## src/rtl/secam_pkg.sv

```systemverilog
// Shared types, rest-period constants and the s8 saturation helper for the
// SECAM chroma FM demodulator.
package secam_pkg;

  typedef enum logic [1:0] {
    IDLE,
    ACQUIRE,
    MEASURE
  } dec_state_e;

  localparam int NOM_DB_DEF = 181;
  localparam int NOM_DR_DEF = 174;
  localparam int PROD_W     = 24;

  function automatic logic signed [7:0] sat_s8(input logic signed [PROD_W-1:0] x);
    if (x > 24'sd127) begin
      return 8'sd127;
    end else if (x < -24'sd128) begin
      return -8'sd128;
    end else begin
      return x[7:0];
    end
  endfunction

endpackage

```

## src/rtl/secam_zero_cross_detector.sv

```systemverilog
// Hysteresis zero-crossing detector: arms below -HYST, fires once at or above
// +HYST, and flags a timeout when no crossing is seen for TIMEOUT clocks.
module secam_zero_cross_detector
  import secam_pkg::*;
#(
  parameter int HYST    = 4,
  parameter int TIMEOUT = 255
) (
  input  logic              clk,
  input  logic              rst_n,
  input  logic              clear,
  input  logic signed [7:0] chroma,
  output logic              xing,
  output logic              timeout
);

  localparam int GAP_W = $clog2(TIMEOUT + 1);
  localparam logic [GAP_W-1:0] GAP_MAX = GAP_W'(TIMEOUT);
  // Fire one clock early so the registered carrier_lost lands TIMEOUT clocks after the crossing.
  localparam logic [GAP_W-1:0] GAP_FIRE = GAP_W'(TIMEOUT - 1);
  localparam logic signed [7:0] HYST_S = 8'(HYST);

  logic armed_q, armed_d;
  logic xing_q, xing_d;
  logic [GAP_W-1:0] gap_q, gap_d;

  always_comb begin
    xing_d  = armed_q && (chroma >= HYST_S);
    armed_d = armed_q;
    if (xing_d) begin
      armed_d = 1'b0;
    end else if (chroma <= -HYST_S) begin
      armed_d = 1'b1;
    end
    if (xing_d) begin
      gap_d = '0;
    end else if (gap_q == GAP_MAX) begin
      gap_d = gap_q;
    end else begin
      gap_d = gap_q + 1'b1;
    end
    if (clear) begin
      armed_d = 1'b0;
      xing_d  = 1'b0;
      gap_d   = '0;
    end
  end

  always_ff @(posedge clk or negedge rst_n) begin
    if (!rst_n) begin
      armed_q <= 1'b0;
      xing_q  <= 1'b0;
      gap_q   <= '0;
    end else begin
      armed_q <= armed_d;
      xing_q  <= xing_d;
      gap_q   <= gap_d;
    end
  end

  assign xing    = xing_q;
  assign timeout = (gap_q == GAP_FIRE);

endmodule

```

## src/rtl/secam_decoder.sv

```systemverilog
// SECAM chroma FM demodulator: measures the carrier period over CYCLES_PER_MEAS
// cycles and converts the deviation to signed U/V. Optional SECAM_DEEMPHASIS_EN.
module secam_decoder
  import secam_pkg::*;
#(
  parameter int COUNT_W         = 12,
  parameter int CYCLES_PER_MEAS = 16,
  parameter int NOM_DB          = NOM_DB_DEF,
  parameter int NOM_DR          = NOM_DR_DEF,
  parameter int GAIN            = 8,
  parameter int HYST            = 4,
  parameter int TIMEOUT         = 255
) (
  input  logic              clk,
  input  logic              rst_n,
  input  logic              enabled,
  input  logic              even_line,
  input  logic signed [7:0] chroma,
  output logic signed [7:0] yuv_u,
  output logic signed [7:0] yuv_v,
  output logic              out_valid,
  output logic              carrier_lost
);

  localparam int CYC_W = $clog2(CYCLES_PER_MEAS);
  localparam logic [COUNT_W-1:0] CNT_MAX = '1;
  localparam logic [CYC_W-1:0] CYC_LAST = CYC_W'(CYCLES_PER_MEAS - 1);
  localparam logic signed [COUNT_W:0] NOM_DB_S = (COUNT_W + 1)'(NOM_DB);
  localparam logic signed [COUNT_W:0] NOM_DR_S = (COUNT_W + 1)'(NOM_DR);
  localparam logic signed [PROD_W-1:0] GAIN_S = PROD_W'(GAIN);

  dec_state_e state_q, state_d;
  logic [COUNT_W-1:0] period_cnt_q, period_cnt_d;
  logic [CYC_W-1:0] cycle_cnt_q, cycle_cnt_d;
  logic line_q, line_d;
  logic carrier_lost_q, carrier_lost_d;
  logic signed [PROD_W-1:0] prod_q, prod_d;
  logic prod_vld_q, prod_vld_d;
  logic prod_u_q, prod_u_d;
  logic signed [7:0] yuv_u_q, yuv_u_d, yuv_v_q, yuv_v_d;
  logic out_valid_q, out_valid_d;

  logic xing, timeout;
  logic signed [COUNT_W:0] dev;
  logic signed [PROD_W-1:0] dev_ext, mag;
  logic signed [PROD_W-1:0] stage_val;
  logic stage_vld, stage_u;

  secam_zero_cross_detector #(
    .HYST    (HYST),
    .TIMEOUT (TIMEOUT)
  ) u_zero_cross (
    .clk     (clk),
    .rst_n   (rst_n),
    .clear   (state_q == IDLE),
    .chroma  (chroma),
    .xing    (xing),
    .timeout (timeout)
  );

  always_comb begin
    state_d        = state_q;
    period_cnt_d   = period_cnt_q;
    cycle_cnt_d    = cycle_cnt_q;
    line_d         = line_q;
    carrier_lost_d = carrier_lost_q;
    prod_d         = prod_q;
    prod_u_d       = prod_u_q;
    prod_vld_d     = 1'b0;
    dev     = $signed({1'b0, period_cnt_q}) - (line_q ? NOM_DB_S : NOM_DR_S);
    dev_ext = {{(PROD_W - COUNT_W - 1){dev[COUNT_W]}}, dev};
    mag     = dev_ext * GAIN_S;

    case (state_q)
      IDLE: begin
        period_cnt_d   = '0;
        cycle_cnt_d    = '0;
        carrier_lost_d = 1'b1;
        if (enabled) state_d = ACQUIRE;
      end
      ACQUIRE: begin
        period_cnt_d = '0;
        cycle_cnt_d  = '0;
        if (xing) begin
          // Start at 1 so the starting crossing clock is counted, same as the back-to-back restart.
          state_d      = MEASURE;
          period_cnt_d = COUNT_W'(1);
          line_d       = even_line;
        end else if (timeout) begin
          carrier_lost_d = 1'b1;
        end
      end
      MEASURE: begin
        if (even_line != line_q) begin
          state_d      = ACQUIRE;
          period_cnt_d = '0;
          cycle_cnt_d  = '0;
        end else begin
          period_cnt_d = (period_cnt_q == CNT_MAX) ? period_cnt_q : period_cnt_q + 1'b1;
          if (xing) begin
            if (cycle_cnt_q == CYC_LAST) begin
              period_cnt_d   = COUNT_W'(1);
              cycle_cnt_d    = '0;
              carrier_lost_d = 1'b0;
              prod_vld_d     = 1'b1;
              prod_u_d       = line_q;
              prod_d         = line_q ? -mag : mag;
            end else begin
              cycle_cnt_d = cycle_cnt_q + 1'b1;
            end
          end else if (timeout) begin
            state_d        = ACQUIRE;
            period_cnt_d   = '0;
            cycle_cnt_d    = '0;
            carrier_lost_d = 1'b1;
          end
        end
      end
      default: state_d = IDLE;
    endcase

    if (!enabled) begin
      state_d        = IDLE;
      period_cnt_d   = '0;
      cycle_cnt_d    = '0;
      carrier_lost_d = 1'b1;
      prod_vld_d     = 1'b0;
    end
  end

`ifdef SECAM_DEEMPHASIS_EN
  logic signed [PROD_W-1:0] acc_q, acc_d;
  logic acc_vld_q, acc_vld_d, acc_u_q, acc_u_d;
  logic line_prev_q, line_prev_d;

  // First-order de-emphasis; restarts whenever the line type flips.
  always_comb begin
    acc_d       = acc_q;
    acc_vld_d   = prod_vld_q;
    acc_u_d     = prod_u_q;
    line_prev_d = even_line;
    if (prod_vld_q) acc_d = acc_q + ((prod_q - acc_q) >>> 3);
    if (even_line != line_prev_q) acc_d = '0;
    if (!enabled || state_q == IDLE) begin
      acc_d     = '0;
      acc_vld_d = 1'b0;
    end
  end

  always_ff @(posedge clk or negedge rst_n) begin
    if (!rst_n) begin
      acc_q       <= '0;
      acc_vld_q   <= 1'b0;
      acc_u_q     <= 1'b0;
      line_prev_q <= 1'b0;
    end else begin
      acc_q       <= acc_d;
      acc_vld_q   <= acc_vld_d;
      acc_u_q     <= acc_u_d;
      line_prev_q <= line_prev_d;
    end
  end

  assign stage_val = acc_q;
  assign stage_vld = acc_vld_q;
  assign stage_u   = acc_u_q;
`else
  assign stage_val = prod_q;
  assign stage_vld = prod_vld_q;
  assign stage_u   = prod_u_q;
`endif

  always_comb begin
    yuv_u_d     = yuv_u_q;
    yuv_v_d     = yuv_v_q;
    out_valid_d = 1'b0;
    if (stage_vld) begin
      out_valid_d = 1'b1;
      if (stage_u) begin
        yuv_u_d = sat_s8(stage_val);
      end else begin
        yuv_v_d = sat_s8(stage_val);
      end
    end
    if (!enabled || state_q == IDLE) begin
      yuv_u_d     = '0;
      yuv_v_d     = '0;
      out_valid_d = 1'b0;
    end
  end

  always_ff @(posedge clk or negedge rst_n) begin
    if (!rst_n) begin
      state_q        <= IDLE;
      period_cnt_q   <= '0;
      cycle_cnt_q    <= '0;
      line_q         <= 1'b0;
      carrier_lost_q <= 1'b1;
      prod_q         <= '0;
      prod_vld_q     <= 1'b0;
      prod_u_q       <= 1'b0;
      yuv_u_q        <= '0;
      yuv_v_q        <= '0;
      out_valid_q    <= 1'b0;
    end else begin
      state_q        <= state_d;
      period_cnt_q   <= period_cnt_d;
      cycle_cnt_q    <= cycle_cnt_d;
      line_q         <= line_d;
      carrier_lost_q <= carrier_lost_d;
      prod_q         <= prod_d;
      prod_vld_q     <= prod_vld_d;
      prod_u_q       <= prod_u_d;
      yuv_u_q        <= yuv_u_d;
      yuv_v_q        <= yuv_v_d;
      out_valid_q    <= out_valid_d;
    end
  end

  assign yuv_u        = yuv_u_q;
  assign yuv_v        = yuv_v_q;
  assign out_valid    = out_valid_q;
  assign carrier_lost = carrier_lost_q;

endmodule
```

## config.mk

```make
export PLATFORM = sky130hd
export DESIGN_NAME = secam_decoder
export DESIGN_NICKNAME = d
export VERILOG_FILES = /design/src/rtl/secam_pkg.sv /design/src/rtl/secam_zero_cross_detector.sv /design/src/rtl/secam_decoder.sv
export SDC_FILE = /design/constraint.sdc
export NUM_CORES = 1
export LEC_CHECK = 0
export ABC_CLOCK_PERIOD_IN_PS = 4500
export BUFFER_PORTS_ARGS = -buffer_cell sky130_fd_sc_hd__buf_2
export CAP_MARGIN = 20
export CELL_PAD_IN_SITES_DETAIL_PLACEMENT = 2
export CELL_PAD_IN_SITES_GLOBAL_PLACEMENT = 2
export CORE_ASPECT_RATIO = 0.5
export CORE_MARGIN = 4
export CORE_UTILIZATION = 37
export CTS_BUF_LIST = sky130_fd_sc_hd__clkbuf_8
export DETAILED_ROUTE_END_ITERATION = 6
export HOLD_SLACK_MARGIN = 0.1
export PLACE_DENSITY_LB_ADDON = 0.1
export SYNTH_ARGS = -nofsm -noshare
export SYNTH_HDL_FRONTEND = slang
export SYNTH_SLANG_ARGS = --single-unit
```

## constraint.sdc

```tcl
create_clock -name clk -period 4.5 [get_ports clk]
set_clock_uncertainty 0.2 [all_clocks]
set_input_delay 1.35 -clock clk [delete_from_list [all_inputs] [get_ports clk]]
set_output_delay 1.35 -clock clk [all_outputs]
set_load 0.02 [all_outputs]
```

==> flow_summary.ini <==
[status]
status = complete, no violations

[synthesis]
synth-edff-count = 0
syn-mean-instance-area_um2 = 9.264
synthArstFlopShare_pct = 100.0
synth_commonest_cells = dfrtp_1 (65), nand2_1 (47), o21ai_0 (40), nor2_1 (35)
synth.top_cell.area_share_pct = 43.03
synthTopCellsByArea = dfrtp_1 (43%), o21ai_0 (5.3%), nand2_1 (4.7%)
ys_seq_area_share_pct = 43.73
synth.distinct_cells = 59
syn_inst = 408
synth_top_cell_by_area = dfrtp_1
synth_warnings = 0
netlist_area_um2 = 3780
ys_ff_latch = 66
yosysMostFrequentCell = dfrtp_1
synth_ff_type = dfrtp_1
synth_nets = 433

[floorplanning]
die_x_um = 150.9
fp.coreArea_um2 = 9697
fp-row-count = 25
start_util_pct = 38.98
num_io_pins = 30
fp.dieH_um = 79.47
die-area_um2 = 12000

[critical_path]
worstSetupPathType = reg2reg
end_kind = register
reg2reg_depth = 10
rrSetupSlack_ns = 0.93
cp_max_fo = 13
crit_arrival_ns = 3.61
cp.required_ns = 4.54
crit_path_start_kind = register

[min_path]
whs_path_depth = 2
hold_class = reg2reg

[final_layout]
drive_gt1_share_pct = 14.35
layout-area-overhead-vs-synth_pct = 11.29
num-nets-final = 452
utilization_pct = 43.38
fillCellCount = 1071
diodes = 0

[place]
hpwl_um = 7955
place_ws_ns = 0.9600
port_buffers = 29
gp_congestion = 0.8026

[clocking]
cts_buffers = 9
clockBufferDepth = 2
path_clk_slew_ns = 0.08
clock-sinks = 66
cts-root-buf = clkbuf_8
holdBufCountCts = 0
cts_setup_buffers = 0
htree_levels = 3
insertion_delay_ns = 0.36
cts_resized = 0
cts_tree = yes

[power_and_ir_drop]
swShare_pct = 35.19
seq_power_share_pct = 37.8
comb_power_share_pct = 30.2
clkPwrFrac_pct = 32.0
p_sw_uw = 612.4
power_per_cell_area_nw_per_um2 = 413.7
p_leak_nw = 1.884
internal_power_mw = 1.128
peakVddDrop_mv = 0.1438

[global_routing]
grt_pass1_vias = 3646
gr-total-overflow = 0
top_usage_layer = met2
use_met1_pct = 21.99
grt_pass1_wl_um = 18150
grt_usage_pct = 19.35
grt_start_max_net_pins = 42
met2_usage_pct = 36.59
antenna_found_initial = 0
gr-usage-met3_pct = 4.935

[detailed_routing]
first_pass_iters = 4
avgRoutedWirePerCell_um = 18.61
via_per_inst = 5.580
wirelength_um = 10550
drtIter0Drc = 111
drcViolationCount = 0
ant_nets = 0
vias = 3164

[sta]
report.final.slew_viol_count = 0
fin_crit_sh_pct = 79.35
max_freq_mhz = 280.0
finalHoldViolations = 0
tightest_slew_ns = 0.9646
setup_ws_ns = 0.9291
grt_setup_unrepaired = false
setup_tns_ns = 0
whs_ns = 0.2829
setup_viol = 0
slew_headroom_pct = 35.70
fin_crit_ns = 3.571

[flow_run]
maxCapViolCount = 0
==> worst max-delay path, cell delays in order (launching register included) <==
cell       delay [ns]
dfrtp_1          0.33
buf_4            0.20
clkinv_1         0.25
ha_1             0.42
a21o_1           0.24
and2_4           0.17
or4_4            0.50
a2111oi_4        0.50
and4_4           0.30
a32oi_4          0.18
o21a_1           0.16
==> stage by stage <==
step	instance area (um^2)	std cells	power [mW]
6_report	4207	567	1.740
4_1_cts	4207	567	1.770
3_5_place_dp	3990	551	1.192
2_1_floorplan	3780	408	1.041
3_3_place_gp	3990	551	1.164
5_1_grt	4207	567	1.863
==> power groups by stage <==
stage / combinational, mW / sequential [mW] / clock (mW)
CTS: 0.538 / 0.658 / 0.575
global placement: 0.498 / 0.666 / 0
detailed placement: 0.522 / 0.670 / 0
floorplan: 0.372 / 0.669 / 0
global route: 0.599 / 0.663 / 0.601
finish: 0.526 / 0.657 / 0.557
==> layout by cell type (no fill, tap or decap), types with 11 or more instances in the layout <==
master	synthesis	routed
buf_2	2	29
dfrtp_1	65	65
nor2_1	35	35
inv_1	12	13
nand2_1	47	47
o21a_1	13	13
nand3_1	12	12
ha_1	12	12
a21oi_1	16	16
and3_1	11	11
o21ai_0	40	40
xnor2_1	16	16
==> area by class of cell <==
cell class                 instances  area (um^2)  share of cell area [%]
clock buffer                       9        123.9                   2.945
clock inverter                     7        92.59                   2.201
inverter                          13        48.80                   1.160
multi-input combinational        305         1952                   46.40
sequential                        66         1653                   39.29
tap                              135        168.9                   4.015
timing repair buffer              32        167.7                   3.986
==> state kept, by name, indices dropped and copies added, names as in the netlist, 2 cells and up <==
signal              cells
period_cnt_q           12
state_q                 2
prod_q                 21
yuv_v                   6
u_zero_cross.gap_q      8
cycle_cnt_q             4
yuv_u                   6
==> worst paths after layout <==
kind	from	to
max in group asynchronous	rst_n	cycle_cnt_q[1]$_DFFE_PN0P_
worst min-delay path	carrier_lost$_DFFE_PN1P_	carrier_lost$_DFFE_PN1P_
worst min register to register	carrier_lost$_DFFE_PN1P_	carrier_lost$_DFFE_PN1P_
min in group asynchronous	rst_n	yuv_v[7]$_DFFE_PN0P_
worst max register to register	line_q$_DFFE_PN0P_	prod_q[17]$_DFFE_PN0P_
worst max-delay path	line_q$_DFFE_PN0P_	prod_q[17]$_DFFE_PN0P_
==> metal layers <==
| layer | wire length, um | part of all wire (%) | up-vias |
|---|---|---|---|
| met1 | 4669 | 44 | 1622 |
| met5 | 0 | 0 | - |
| met3 | 353 | 3.3 | 12 |
| li1 | - | - | 1488 |
| met2 | 5426 | 51 | 42 |
| met4 | 105 | 0.99 | 0 |
==> logic make-up after synthesis <==
logic type	after synthesis	share of synthesized area, %
simple gates	151	19.86
compound gates	107	18.90
flops	66	43.73
buf+inv	37	4.634
xor+xnor	25	5.793
fa+ha+maj	13	4.502
mux	9	2.582
(Power assumes the default switching activity.)
